[src/rtl/clk_en_gen_if.sv]
// ---------------------------------------------------------------------------
// clk_en_gen_if
//   Control/strobe bundle between a rate-programming master (bus/UMA control)
//   and the clk_en_gen enable generator.
//
//   RUN     [CHANNELS]           per-channel run enable
//   MODE    [CHANNELS]           0 = fractional accumulator, 1 = integer divider
//   INC     [CHANNELS*ACC_WIDTH] increment / divisor, channel c at [c*W +: W]
//   LOAD                         capture all INC/MODE into the shadow registers
//   SYNC                         phase-align all channels
//   CLK_EN  [CHANNELS]           registered single-cycle enable strobes
//   PENDING [CHANNELS]           shadow captured but not yet active
// ---------------------------------------------------------------------------
interface clk_en_gen_if #(
    parameter int CHANNELS  = 4,
    parameter int ACC_WIDTH = 24
);
    logic [CHANNELS-1:0]           RUN;
    logic [CHANNELS-1:0]           MODE;
    logic [CHANNELS*ACC_WIDTH-1:0] INC;
    logic                          LOAD;
    logic                          SYNC;
    logic [CHANNELS-1:0]           CLK_EN;
    logic [CHANNELS-1:0]           PENDING;

    modport master (
        output RUN, MODE, INC, LOAD, SYNC,
        input  CLK_EN, PENDING
    );

    modport slave (
        input  RUN, MODE, INC, LOAD, SYNC,
        output CLK_EN, PENDING
    );
endinterface

[src/rtl/clk_en_gen.sv]
// ---------------------------------------------------------------------------
// clk_en_gen
//   Multi-channel clock-enable generator for the 108 MHz CLK domain. Each
//   channel emits single-cycle CLK_EN strobes either from a fractional phase
//   accumulator (rate = INC/2^W * f_CLK) or from an integer divide-by-N
//   down-counter. New settings are staged in shadow registers by LOAD and
//   only take effect on a strobe boundary, while the channel is stopped, or
//   on SYNC, so a retune never produces a runt or over-short interval.
//
//   CLK    in   system clock
//   RESET  in   synchronous, active-high reset
//   bus    slave modport of clk_en_gen_if (RUN/MODE/INC/LOAD/SYNC in,
//               CLK_EN/PENDING out)
// ---------------------------------------------------------------------------
module clk_en_gen #(
    parameter int CHANNELS  = 4,
    parameter int ACC_WIDTH = 24
) (
    input  logic         CLK,
    input  logic         RESET,
    clk_en_gen_if.slave  bus
);

    localparam int W = ACC_WIDTH;

    // Per-channel state
    logic [W-1:0]        acc      [CHANNELS];
    logic [W-1:0]        act_inc  [CHANNELS];
    logic [W-1:0]        sh_inc   [CHANNELS];
    logic [CHANNELS-1:0] act_mode;
    logic [CHANNELS-1:0] sh_mode;
    logic [CHANNELS-1:0] pend;
    logic [CHANNELS-1:0] en_q;

    // Combinational helpers
    logic [W:0]          sum      [CHANNELS];   // {carry, acc + act_inc}
    logic [W-1:0]        reload   [CHANNELS];   // max(N,1) - 1
    logic [CHANNELS-1:0] apply;

    always_comb begin
        // NOTE: every always_comb output gets a default first so no path
        // leaves it unassigned and infers a latch.
        apply = '0;
        for (int c = 0; c < CHANNELS; c++) begin
            sum[c]    = {1'b0, acc[c]} + {1'b0, act_inc[c]};
            reload[c] = (act_inc[c] == '0) ? '0 : act_inc[c] - 1'b1;
            // A pending setting goes live on a strobe boundary (the strobe
            // currently on CLK_EN), while stopped, or on SYNC. Using the
            // registered pend means a value captured this very cycle is
            // never applied in the same cycle.
            apply[c]  = pend[c] & (en_q[c] | ~bus.RUN[c] | bus.SYNC);
        end
    end

    // NOTE: all state below is sequential and uses non-blocking assignments so
    // every register samples the pre-edge values of its neighbours.
    always_ff @(posedge CLK) begin
        if (RESET) begin
            act_mode <= '0;
            sh_mode  <= '0;
            pend     <= '0;
            en_q     <= '0;
            for (int c = 0; c < CHANNELS; c++) begin
                acc[c]     <= '0;
                act_inc[c] <= '0;
                sh_inc[c]  <= '0;
            end
        end else begin
            for (int c = 0; c < CHANNELS; c++) begin
                // Shadow capture; a newer LOAD simply overwrites.
                if (bus.LOAD) begin
                    sh_inc[c]  <= bus.INC[c*W +: W];
                    sh_mode[c] <= bus.MODE[c];
                end
                // A capture keeps the flag set even if an older shadow is
                // being applied in the same cycle.
                pend[c] <= bus.LOAD | (pend[c] & ~apply[c]);

                if (apply[c]) begin
                    // Apply cycle is silent; new setting governs from the next.
                    act_inc[c]  <= sh_inc[c];
                    act_mode[c] <= sh_mode[c];
                    acc[c]      <= '0;
                    en_q[c]     <= 1'b0;
                end else if (bus.SYNC) begin
                    acc[c]  <= '0;
                    en_q[c] <= 1'b0;
                end else if (!bus.RUN[c]) begin
                    en_q[c] <= 1'b0;
                end else if (!act_mode[c]) begin
                    // Fractional: overflow is dropped, so the rate never drifts.
                    acc[c]  <= sum[c][W-1:0];
                    en_q[c] <= sum[c][W];
                end else if (acc[c] == '0) begin
                    acc[c]  <= reload[c];
                    en_q[c] <= 1'b1;
                end else begin
                    acc[c]  <= acc[c] - 1'b1;
                    en_q[c] <= 1'b0;
                end
            end
        end
    end

    assign bus.CLK_EN  = en_q;
    assign bus.PENDING = pend;

endmodule

[src/flat_wrapper.sv]
// flat-port wrapper written by rule: the top's interface ports become plain ports
module clk_en_gen_flat 
#(
    parameter int CHANNELS  = 4,
    parameter int ACC_WIDTH = 24
)
  (CLK, RESET, bus_RUN, bus_MODE, bus_INC, bus_LOAD, bus_SYNC, bus_CLK_EN, bus_PENDING);
  clk_en_gen_if #(.CHANNELS(CHANNELS), .ACC_WIDTH(ACC_WIDTH)) bus_i ();
  input  logic CLK;
  input  logic RESET;
  input wire logic [$bits(bus_i.RUN)-1:0] bus_RUN;
  input wire logic [$bits(bus_i.MODE)-1:0] bus_MODE;
  input wire logic [$bits(bus_i.INC)-1:0] bus_INC;
  input wire logic [$bits(bus_i.LOAD)-1:0] bus_LOAD;
  input wire logic [$bits(bus_i.SYNC)-1:0] bus_SYNC;
  output wire logic [$bits(bus_i.CLK_EN)-1:0] bus_CLK_EN;
  output wire logic [$bits(bus_i.PENDING)-1:0] bus_PENDING;
  assign bus_i.RUN = bus_RUN;
  assign bus_i.MODE = bus_MODE;
  assign bus_i.INC = bus_INC;
  assign bus_i.LOAD = bus_LOAD;
  assign bus_i.SYNC = bus_SYNC;
  assign bus_CLK_EN = bus_i.CLK_EN;
  assign bus_PENDING = bus_i.PENDING;
  clk_en_gen #(.CHANNELS(CHANNELS), .ACC_WIDTH(ACC_WIDTH)) u_core (.CLK(CLK), .RESET(RESET), .bus(bus_i));
endmodule
[config.mk]
export PLATFORM = sky130hd
export DESIGN_NAME = clk_en_gen_flat
export DESIGN_NICKNAME = d
export VERILOG_FILES = /design/src/rtl/clk_en_gen_if.sv /design/src/rtl/clk_en_gen.sv /design/src/flat_wrapper.sv
export SDC_FILE = /design/constraint.sdc
export NUM_CORES = 1
export LEC_CHECK = 0
export ABC_AREA = 1
export CORE_MARGIN = 8
export CORE_UTILIZATION = 55
export CTS_BUF_LIST = sky130_fd_sc_hd__clkbuf_8
export DETAILED_ROUTE_END_ITERATION = 12
export GPL_TIMING_DRIVEN = 0
export PLACE_DENSITY = 0.84
export SLEW_MARGIN = 10
export SYNTH_ARGS = -nofsm -noshare
export SYNTH_HDL_FRONTEND = slang
export SYNTH_SLANG_ARGS = --single-unit
[constraint.sdc]
create_clock -name CLK -period 4.3 [get_ports CLK]
set_input_delay 0.86 -clock CLK [delete_from_list [all_inputs] [get_ports CLK]]
set_output_delay 0.86 -clock CLK [all_outputs]
set_load 0.01 [all_outputs]
==> results.py <==
metrics = {
    "route": {
        "ant_nets": 0,
        "drt-wirelength-per-cell_um": 15.5,
        "drt_iter0_markers": 2362,
        "num_vias": 23700,
        "drt_pass1_iterations": 8,
        "avgViaCountPerCell": 5.28,
        "wl_um": 69600,
        "drc": 0,
    },
    "setup_path": {
        "timing.rr.end": "u_core.acc[3][2]",
        "end_kind": "flop",
        "path_class": "input pin to flop",
        "cp_max_fo": 26,
        "ff2ff_path_depth": 5,
        "cp.required_ns": 4.42,
        "reg2reg_from": "u_core.bus.CLK_EN[3]",
        "critPathArrivalTime_ns": 4.16,
        "start_kind": "input pin",
        "r2r_setup_slack_ns": 1.45,
    },
    "logic_synthesis": {
        "yosysTopAreaCell": "edfxtp_1",
        "async_reset_ff_frac": 0,
        "synth_top_area_share": 0.349,
        "synth-edff-count": 288,
        "synthTopCellsByArea": "edfxtp_1, nand2_1, inv_1",
        "yosys_warnings": 0,
        "synth_common_cells": "nand2_1, inv_1, nor2_1",
        "yosysMostFrequentCell": "nand2_1",
        "synth_area_per_cell_um2": 6.71,
        "syn_area_um2": 24800,
        "synthFlopType": "edfxtp_1",
        "ys_seq_area_frac": 0.362,
        "postSynthRegisterBits": 304,
        "synth_nets": 3913,
        "syn_inst": 3693,
        "ys_types": 44,
    },
    "clock_network": {
        "clk_pin_slew_ns": 0.07,
        "cts-root-buf": "clkbuf_8",
        "cts_buffer_depth": 3,
        "ctsHoldBuffers": 0,
        "numCtsBuffers": 51,
        "cts_tree": "done",
        "htree_levels": 2,
        "clk_latency_ns": 0.60,
        "cts_sinks": 304,
    },
    "timing": {
        "min_period_ns": 4.04,
        "hold_viol_final": 0,
        "slew_headroom": 0.283,
        "rsz0062_at_grt": "no",
        "fmax_mhz": 247,
        "setup_slack_ns": 0.259,
        "slew_violations": 0,
        "finalSetupViolations": 0,
        "finalCritPeriodShare": 0.940,
        "max_slew.worst_pin.slew_ns": 1.07,
        "finalClockSkew_ns": 0.0138,
    },
    "placement": {
        "gp_congestion": 1.02,
        "place_area_um2": 26700,
        "dp_hpwl_um": 56400,
        "dp_slack_ns": -0.721,
        "io_buffers": 114,
        "dp_cells": 4404,
    },
    "cells_and_area": {
        "multiInputGateArea_um2": 13000,
        "finalNetCount": 4085,
        "instances_no_fill": 4497,
        "final_area_um2": 27700,
        "fillCellCount": 4044,
        "postLayoutCoreUtil": 0.626,
        "drive_above_1_share": 0.0459,
        "area_delta_synth_final_pct": 12.0,
        "seq_area_um2": 8970,
    },
    "floorplan": {
        "fp.coreArea_um2": 44300,
        "dieArea_um2": 52100,
        "pin_count": 116,
        "num_rows": 77,
        "die_height_um": 228,
        "fp.dieW_um": 228,
        "start_util": 0.559,
    },
    "run_status": {
        "outcome": "finished clean",
    },
    "hold_path": {
        "min_path_cells": 2,
        "worst_hold_path.endpoint": "u_core.act_mode[0]",
        "min_path_type": "flop to flop",
        "min_from": "u_core.sh_mode[0]",
    },
    "grt": {
        "grt_pass1_vias": 22700,
        "antenna_found_initial": 0,
        "track_usage": 0.262,
        "grt_pass1_wl_um": 112000,
        "grt_max_degree": 52,
        "grt_remaining_overflow": 0,
    },
    "power": {
        "leakage_nw": 13.8,
        "cellPowerDensity_nw_per_um2": 295,
        "ir_drop_mv": 0.240,
        "finalPower_w": 0.00818,
    },
    "run": {
        "maxCapViolations": 0,
    },
}
-- stage by stage --
stage / TNS [ns] / hold WS (ns)
finish: 0 / 0.477
global route: 0 / 0.513
CTS: 0 / 0.477
detailed placement: -17.57 / 0.465
global placement: -52.03 / 0.455
floorplan: 0 / 0.443
-- worst max-delay path, stage by stage --
cell             delay [ns]
clkdlybuf4s50_1        0.65
inv_1                  0.32
buf_2                  0.31
buf_2                  0.31
nand2_1                0.67
a21oi_1                0.42
nand3_2                0.59
-- routing by layer --
layer / track usage / vias to the layer above / part of all wire
met3: 0.0403 / 189 / 0.092
met4: 0.102 / 0 / 0.041
met1: 0.334 / 10500 / 0.41
met5: 0 / - / 0
met2: 0.442 / 1018 / 0.46
li1: - / 12000 / -
-- state kept, by name, indices dropped and copies added (netlist names) --
register	flops
u_core.bus.CLK_EN	4
u_core.sh_mode	4
u_core.sh_inc	96
u_core.acc	96
u_core.act_inc	96
u_core.bus.PENDING	4
u_core.act_mode	4
-- placed cells by master, fill, tap and decap left out, types with 7 or more instances in the layout --
cell / instances
nand4_1: 74
nor4_1: 8
clkbuf_1: 7
clkdlybuf4s50_1: 114
nand3_1: 341
edfxtp_1: 288
clkbuf_8: 57
xnor2_1: 46
nor3_1: 27
clkinv_2: 8
nand2_1: 1058
buf_2: 30
ha_1: 108
dfxtp_1: 16
a21oi_1: 88
or2_2: 23
o21ai_0: 42
clkinv_1: 13
nor2_1: 637
nor2_2: 18
xor2_1: 80
inv_1: 679
o211ai_1: 27
nand3b_1: 39
-- where the power goes --
group,internal [W],switching [W]
logic,0.000688,0.00122
clock network,0.00134,0.00121
registers,0.00349,0.000228
-- logic make-up after synthesis --
| family | share of synthesized area |
|---|---|
| adder cells (fa/ha/maj) | 0.0578 |
| XOR/XNOR | 0.0445 |
| buffers and inverters | 0.112 |
| flip-flops | 0.362 |
| AO/OA/AOI/OAI | 0.0393 |
| AND/OR/NAND/NOR | 0.384 |
-- worst max path at each step --
stage                     start          endpoint  slack [ns]  depth (start not counted)
after floorplan           RESET  u_core.acc[3][0]        1.14                          6
after global placement    RESET  u_core.acc[3][0]       -0.64                          7
after detailed placement  RESET  u_core.acc[3][1]       -0.72                          7
after CTS                 RESET  u_core.acc[3][2]        0.33                          7
after global routing      RESET  u_core.acc[3][2]        0.08                          7
final                     RESET  u_core.acc[3][2]        0.26                          7
-- final cells by class --
cell class / count / share of cell area
inverter: 675 / 0.0914
clock buffer: 57 / 0.0283
buffer: 47 / 0.00879
timing repair buffer: 119 / 0.0440
antenna: 1 / 0.0000902
clock inverter: 35 / 0.00744
multi-input combinational: 2667 / 0.470
sequential: 304 / 0.323
tap: 592 / 0.0267
-- what timing repair did --
action,4_1_cts,5_1_grt
resized for setup,1,0
setup buffers,0,0
setup endpoints to repair,24,0
(Power assumes the default switching activity.)
